<file path="src/rtl/imem_loader_pkg.sv">
// imem_loader_pkg: shared state encoding, default memory width and header range limit
package imem_loader_pkg;
    localparam int IMEM_BITS_DEF = 10;
    localparam int IMEM_SIZE_DEF = 1 << IMEM_BITS_DEF;

    typedef enum logic [2:0] {
        IDLE   = 3'd0,
        HEADER = 3'd1,
        LOAD   = 3'd2,
        CHECK  = 3'd3,
        DONE   = 3'd4,
        ERROR  = 3'd5
    } state_t;

    // Largest payload word count that fits between base and the top of memory
    function automatic logic [32:0] range_limit(input int bits, input int base);
        return (33'd1 << bits) - 33'(base);
    endfunction
endpackage

</file>
<file path="src/rtl/imem_loader.sv">
// imem_loader: streams a header/payload/checksum image into instruction memory
// and stalls the CPU until the image is written and verified.
module imem_loader
    import imem_loader_pkg::*;
#(
    parameter int IMEM_BITS = IMEM_BITS_DEF,
    parameter int BASE_ADDR = 0
) (
    input  logic        clk,
    input  logic        reset,
    input  logic        start,
    input  logic        load_valid,
    input  logic [31:0] load_data,
    output logic        load_ready,
    output logic        imem_we,
    output logic [31:0] imem_addr,
    output logic [31:0] imem_wdata,
    output logic        cpu_stall,
    output logic        done,
    output logic        error
);
    localparam logic [IMEM_BITS:0] ONE = 1;

    state_t state, state_nx;
    logic [IMEM_BITS:0] cnt, n_words, cnt_inc;
    logic [31:0] csum;
    logic accept, hdr_big, last;

    assign load_ready = (state == HEADER) || (state == LOAD) || (state == CHECK);
    assign accept     = load_valid && load_ready;
    assign cnt_inc    = cnt + ONE;
    assign last       = cnt_inc == n_words;
    assign hdr_big    = {1'b0, load_data} > range_limit(IMEM_BITS, BASE_ADDR);
    assign cpu_stall  = state != DONE;
    assign done       = state == DONE;
    assign error      = state == ERROR;

    always_ff @(posedge clk or posedge reset) begin
        if (reset) state <= IDLE;
        else state <= state_nx;
    end

    always_comb begin
        state_nx = state;
        case (state)
            IDLE, DONE, ERROR: state_nx = start ? HEADER : state;
            HEADER: if (accept) state_nx = (load_data == 32'd0) ? CHECK : hdr_big ? ERROR : LOAD;
            LOAD:   if (accept && last) state_nx = CHECK;
            CHECK:  if (accept) state_nx = (load_data == csum) ? DONE : ERROR;
            default: state_nx = IDLE;
        endcase
    end

    // Write port is registered: a word accepted at edge t is presented during cycle t+1
    always_ff @(posedge clk or posedge reset) begin
        if (reset) begin
            cnt        <= '0;
            n_words    <= '0;
            csum       <= '0;
            imem_we    <= 1'b0;
            imem_addr  <= '0;
            imem_wdata <= '0;
        end else begin
            imem_we <= accept && (state == LOAD);
            if (accept && state == HEADER) begin
                n_words <= load_data[IMEM_BITS:0];
                cnt     <= '0;
                csum    <= '0;
            end
            if (accept && state == LOAD) begin
                cnt        <= cnt_inc;
                csum       <= csum ^ load_data;
                imem_addr  <= 32'(BASE_ADDR) + 32'(cnt);
                imem_wdata <= load_data;
            end
        end
    end
endmodule

</file>
<file path="config.mk">
export PLATFORM = sky130hd
export DESIGN_NAME = imem_loader
export DESIGN_NICKNAME = d
export VERILOG_FILES = /design/src/rtl/imem_loader_pkg.sv /design/src/rtl/imem_loader.sv
export SDC_FILE = /design/constraint.sdc
export NUM_CORES = 1
export LEC_CHECK = 0
export CORE_MARGIN = 1
export CORE_UTILIZATION = 25
export DETAILED_ROUTE_END_ITERATION = 12
export PLACE_DENSITY = 0.53
export SLEW_MARGIN = 0
export SYNTH_ARGS = -nofsm -noshare
export SYNTH_HDL_FRONTEND = slang
export SYNTH_SLANG_ARGS = --single-unit
</file>
<file path="constraint.sdc">
create_clock -name clk -period 6.25 [get_ports clk]
set_clock_uncertainty 0.2 [all_clocks]
set_input_delay 1.25 -clock clk [delete_from_list [all_inputs] [get_ports clk]]
set_output_delay 1.25 -clock clk [all_outputs]
set_load 0.005 [all_outputs]
</file>
Word level (Yosys, flattened, before mapping)
Cells that the tools add are included.
{"block": "word_totals", "regBits": 101, "elab_cells": 45}
{"block": "classes", "n_addsub": 1, "n_lt_le_gt_ge": 1, "eq_ne": 12, "n_mux": 12, "bitwise_logic": 1, "n_reduce_logical": 11}
{"cell": "$mux 32", "count": 2}
{"cell": "$eq 32x32->1", "count": 1}
{"cell": "$gt 32x11->1 const B", "count": 1}
{"cell": "$logic_not 32->1", "count": 1}
{"cell": "$xor 32x32->32", "count": 1}
{"cell": "$mux 11", "count": 2}
{"cell": "$mux 3", "count": 6}
{"cell": "$pmux 3 s4", "count": 1}
{"cell": "$add 11x1->11 const B", "count": 1}
{"cell": "$eq 11x11->1", "count": 1}
{"cell": "$eq 3x2->1 const B", "count": 2}
{"cell": "$eq 3x3->1 const B", "count": 2}
{"cell": "$ne 2x2->1 const B", "count": 3}
{"cell": "$logic_and 1x1->1", "count": 4}
{"cell": "$reduce_and 4->1", "count": 1}
{"cell": "$eq 3x1->1 const B", "count": 1}
{"cell": "$logic_not 3->1", "count": 1}
{"cell": "$ne 3x3->1 const B", "count": 1}
{"cell": "$reduce_or 3->1", "count": 1}
{"cell": "$logic_or 1x1->1", "count": 2}
{"cell": "$ne 2x1->1 const B", "count": 1}
{"cell": "$reduce_bool 2->1", "count": 1}
{"cell": "$mux 1", "count": 1}

Logic depth before layout (Yosys ltp)
{"block": "depth", "depth_word": 7, "mapped_depth": 7, "mapped_depth_nobuf": 7}

Least setup slack after synthesis
OpenSTA, ideal clock, no wires.
{"block": "synth_timing", "path_kind": "input -> register", "start": "in load_data[13]", "end": "reg state[1]", "arrival_ns": 2.680, "t_required_ns": 5.977, "slack_ns": 3.297, "cell_stages": 5, "path_cell_list": "or4_1 > or4_4 > a211oi_2 > nand3_1 > a21oi_2"}
{"block": "synth_between", "elab_chain_cells": 5, "elab_cells_between_ends": 6}
{"item": "start: declaration", "line": "imem_loader.sv:13", "rtl": "input logic [31:0] load_data,"}
{"item": "$gt 32x11->1", "line": "imem_loader.sv:33", "rtl": "assign hdr_big = {1'b0, load_data} > range_limit(IMEM_BITS, BASE_ADDR);"}
{"item": "$mux 3", "line": "imem_loader.sv:47", "rtl": "HEADER: if (accept) state_nx = (load_data == 32'd0) ? CHECK : hdr_big ? ERROR : LOAD;"}
{"item": "$mux 3 * (2 in series)", "line": "imem_loader.sv:47"}
{"item": "$pmux 3 s4 *", "line": "imem_loader.sv:45", "rtl": "case (state)"}
{"item": "end signal: assignment", "line": "imem_loader.sv:40", "rtl": "else state <= state_nx;"}
{"item": "end: declaration", "line": "imem_loader.sv:24", "rtl": "state_t state, state_nx;"}
Mark *: on every way between the ends. The rest lies on a longest branch, timed or not. The select of a mux whose other input is x is not followed.
A chain may end at the register's enable or synchronous reset.

Worst setup path in the final report
{"block": "layout_timing", "start": "in load_valid", "end": "reg cnt[8]"}
{"block": "layout_between", "elab_chain_cells": 3, "elab_cells_between_ends": 5}
{"item": "start: declaration", "line": "imem_loader.sv:12", "rtl": "input logic load_valid,"}
{"item": "$logic_and 1x1->1 *", "line": "imem_loader.sv:30", "rtl": "assign accept = load_valid && load_ready;"}
{"item": "$logic_and 1x1->1, on equally long branches", "line": "imem_loader.sv:70, imem_loader.sv:65"}
{"item": "$mux 11 / $reduce_bool 2->1 (equally long branches)"}
{"item": "end signal: assignment", "line": "imem_loader.sv:71", "rtl": "cnt <= cnt_inc;"}
{"item": "end: declaration", "line": "imem_loader.sv:25", "rtl": "logic [IMEM_BITS:0] cnt, n_words, cnt_inc;"}
Mark *: on every way between the ends. The rest lies on a longest branch, timed or not.

==> metrics.yaml <==
worst_setup_path:
  crit_type: "in -> reg"
  cp.required_ns: 6.28
  rr_worst_depth: 6
  critPathLaunchType: "input port"
  critPathMaxFanout: 50
  r2r-start: "state[2]"
  rrSetupSlack_ns: 3.59
  arrival_ns: 3.49
  rr_endpoint: "cnt[8]"
  critPathCaptureType: "register"
  cp-startpoint: "load_valid"
worst_hold_path:
  hold_depth: 2
  holdPathEnd: "imem_wdata[31]"
  hold_path_class: "reg -> reg"
  min-delay-start: "imem_wdata[31]"
global_routing:
  grt_max_degree: 89
  grt_pass1_vias: 3987
  grt_pass1_wl_mm: 21.14
  grt_overflow_total: 0
  track_usage_pct: 13.60
  grt_antenna_before_repair: 0
place:
  dp.cells: 865
  post-place-ws_ns: 2.417
  hpwl_mm: 8.980
  io_buffers: 83
  gp_congestion: 0.7874
route:
  routed-wl-met3_um: 539
  wirelength_mm: 12.97
  met1_length_mm: 6.146
  highest_layer: "met4"
  wire_per_inst_um: 14.72
  drc_errors: 0
  ant_nets: 0
  via_count: 3969
  drt_iter0_drc: 279
  route.met2.wl_mm: 6.064
  drtPass1Iterations: 4
  via_per_inst: 4.505
synth:
  synth_edf_count: 0
  mappedNetlistArea_mm2: 0.004922
  yosys.area.top_type_share_pct: 51.35
  ys.flop_type: "dfrtp_1"
  ys_seq_elements: 101
  synth_area_leaders: "dfrtp_1 (51%), nand2_1 (10%), o21ai_0 (7.2%)"
  yosysSeqAreaShare_pct: 51.35
  async_reset_ff_share_pct: 100.0
  synthTopCellsByCount: "nand2_1 (137), dfrtp_1 (101), o21ai_0 (71)"
  avgSynthCellArea_um2: 9.015
  synthCells: 546
  yosysWarnings: 0
  yosysMostFrequentCell: "nand2_1"
  synth_cell_types: 45
  post-synth-top-area-cell: "dfrtp_1"
floorplanning:
  start_util_pct: 25.88
  die_area_mm2: 0.02025
  ioPinCount: 105
  die_y_um: 142.3
  die_x_um: 142.3
  rows: 50
  coreArea_mm2: 0.01902
timing:
  rsz0062_at_grt: "no"
  finalHoldWorstSlack_ns: 0.2757
  final_max_slew_viol_count: 0
  post-route-min-period_ns: 3.459
  timing.final.hold_violations: 0
  setup_viol: 0
  worstMarginPinSlew_ns: 0.9557
  max_freq_ghz: 0.2891
  slew_headroom_pct: 36.13
  finalSetupTns_ns: 0
  worst_slack_ns: 2.791
  finalCritPeriodShare_pct: 55.34
finish:
  final-seq-area_mm2: 0.002527
  layout-drive-gt1-share_pct: 5.797
  fillers: 2026
  finish.utilization_pct: 32.59
  insertedDiodeCount: 0
  syn_to_final_growth_pct: 25.93
  multi_input_area_mm2: 0.002198
  instances_no_fill: 881
  nets: 653
cts:
  cts.path.max_buffers: 2
  clock-sinks: 101
  clock_latency_ns: 0.36
  ctsResizeCount: 0
  cts-root-buf: "clkbuf_16"
  cts_tree: "built"
  cts_setup_buffers: 0
  numCtsBuffers: 9
  cts_hold_buf: 0
  clk_pin_slew_ns: 0.06
  htreeDepth: 3
power_and_ir_drop:
  p_leak_nw: 2.836
  ir_drop_v: 0.0001374
  powerDensity_mw_per_mm2: 250.1
run_status:
  status: "complete, no violations"
run:
  cap_violations: 0
[power by group]
part,internal (mW),switching (mW)
Clock,0.281,0.254
Sequential,0.696,0.0433
Combinational,0.134,0.141
[state kept, by name, summed over array words and instances, names as in the netlist]
register and count:
imem_we 1, n_words 11, cnt 11, imem_wdata 32, csum 32, state 3, imem_addr 11
[worst max-delay path, stage by stage]
cell	delay [ns]
clkdlybuf4s50_1	0.50
nand4b_1	0.18
inv_2	0.36
nor2_4	0.87
o21ai_0	0.21
o41ai_1	0.11
[per-stage QoR]
stage / area [um2] / total power [mW]
after floorplan: 4997 / 0.9284
final: 6198 / 1.550
after CTS: 6198 / 1.571
after global routing: 6198 / 1.627
after detailed placement: 5922 / 1.031
after global placement: 5922 / 1.023
[logic make-up (layout without fill, tap and decap cells)]
kind of cell / Yosys count / count (layout) / synth area share [%]
AO/OA/AOI/OAI: 99 / 99 / 11.26
XOR/XNOR: 48 / 48 / 8.541
adder cells (fa/ha/maj): 1 / 1 / 0.2542
buffers and inverters: 52 / 107 / 5.668
flip-flops: 101 / 101 / 51.35
multiplexers: 11 / 11 / 2.517
other: 1 / 21 / 0.07619
AND/OR/NAND/NOR: 233 / 233 / 20.34
[worst max-delay path by stage]
stage / endpoint / slack [ns]
6_report: cnt[8] / 2.79
5_1_grt: cnt[8] / 2.54
4_1_cts: cnt[8] / 2.80
3_5_place_dp: csum[22] / 2.42
3_3_place_gp: cnt[3] / 2.52
2_1_floorplan: cnt[0] / 2.15
[cell type report]
cell class	count	share of cell area, %
inverters	6	0.4037
flip-flops and latches	101	40.78
clock buffers	11	3.916
well taps	260	5.248
clock inverters	5	0.5450
repair buffers	85	13.65
multi-input cells	413	35.47
[metal layers]
layer	vias up	global-route usage (%)
met5	-	0
li1	1938	-
met2	96	21.83
met1	1919	17.98
met4	0	4.924
met3	16	2.894
[layout by cell type (no fill, tap or decap), drive strengths merged, types with 7 or more instances in the layout]
| master | synthesis | final |
|---|---|---|
| conb | 1 | 21 |
| clkdlybuf4s50 | 0 | 83 |
| xnor2 | 13 | 13 |
| inv | 6 | 7 |
| o21ai | 80 | 80 |
| nor4 | 14 | 14 |
| dfrtp | 101 | 101 |
| nand2 | 137 | 137 |
| nor2 | 46 | 46 |
| nand3 | 8 | 8 |
| xor2 | 35 | 35 |
| clkbuf | 20 | 11 |
| mux2 | 11 | 11 |
(Power assumes the default switching activity.)
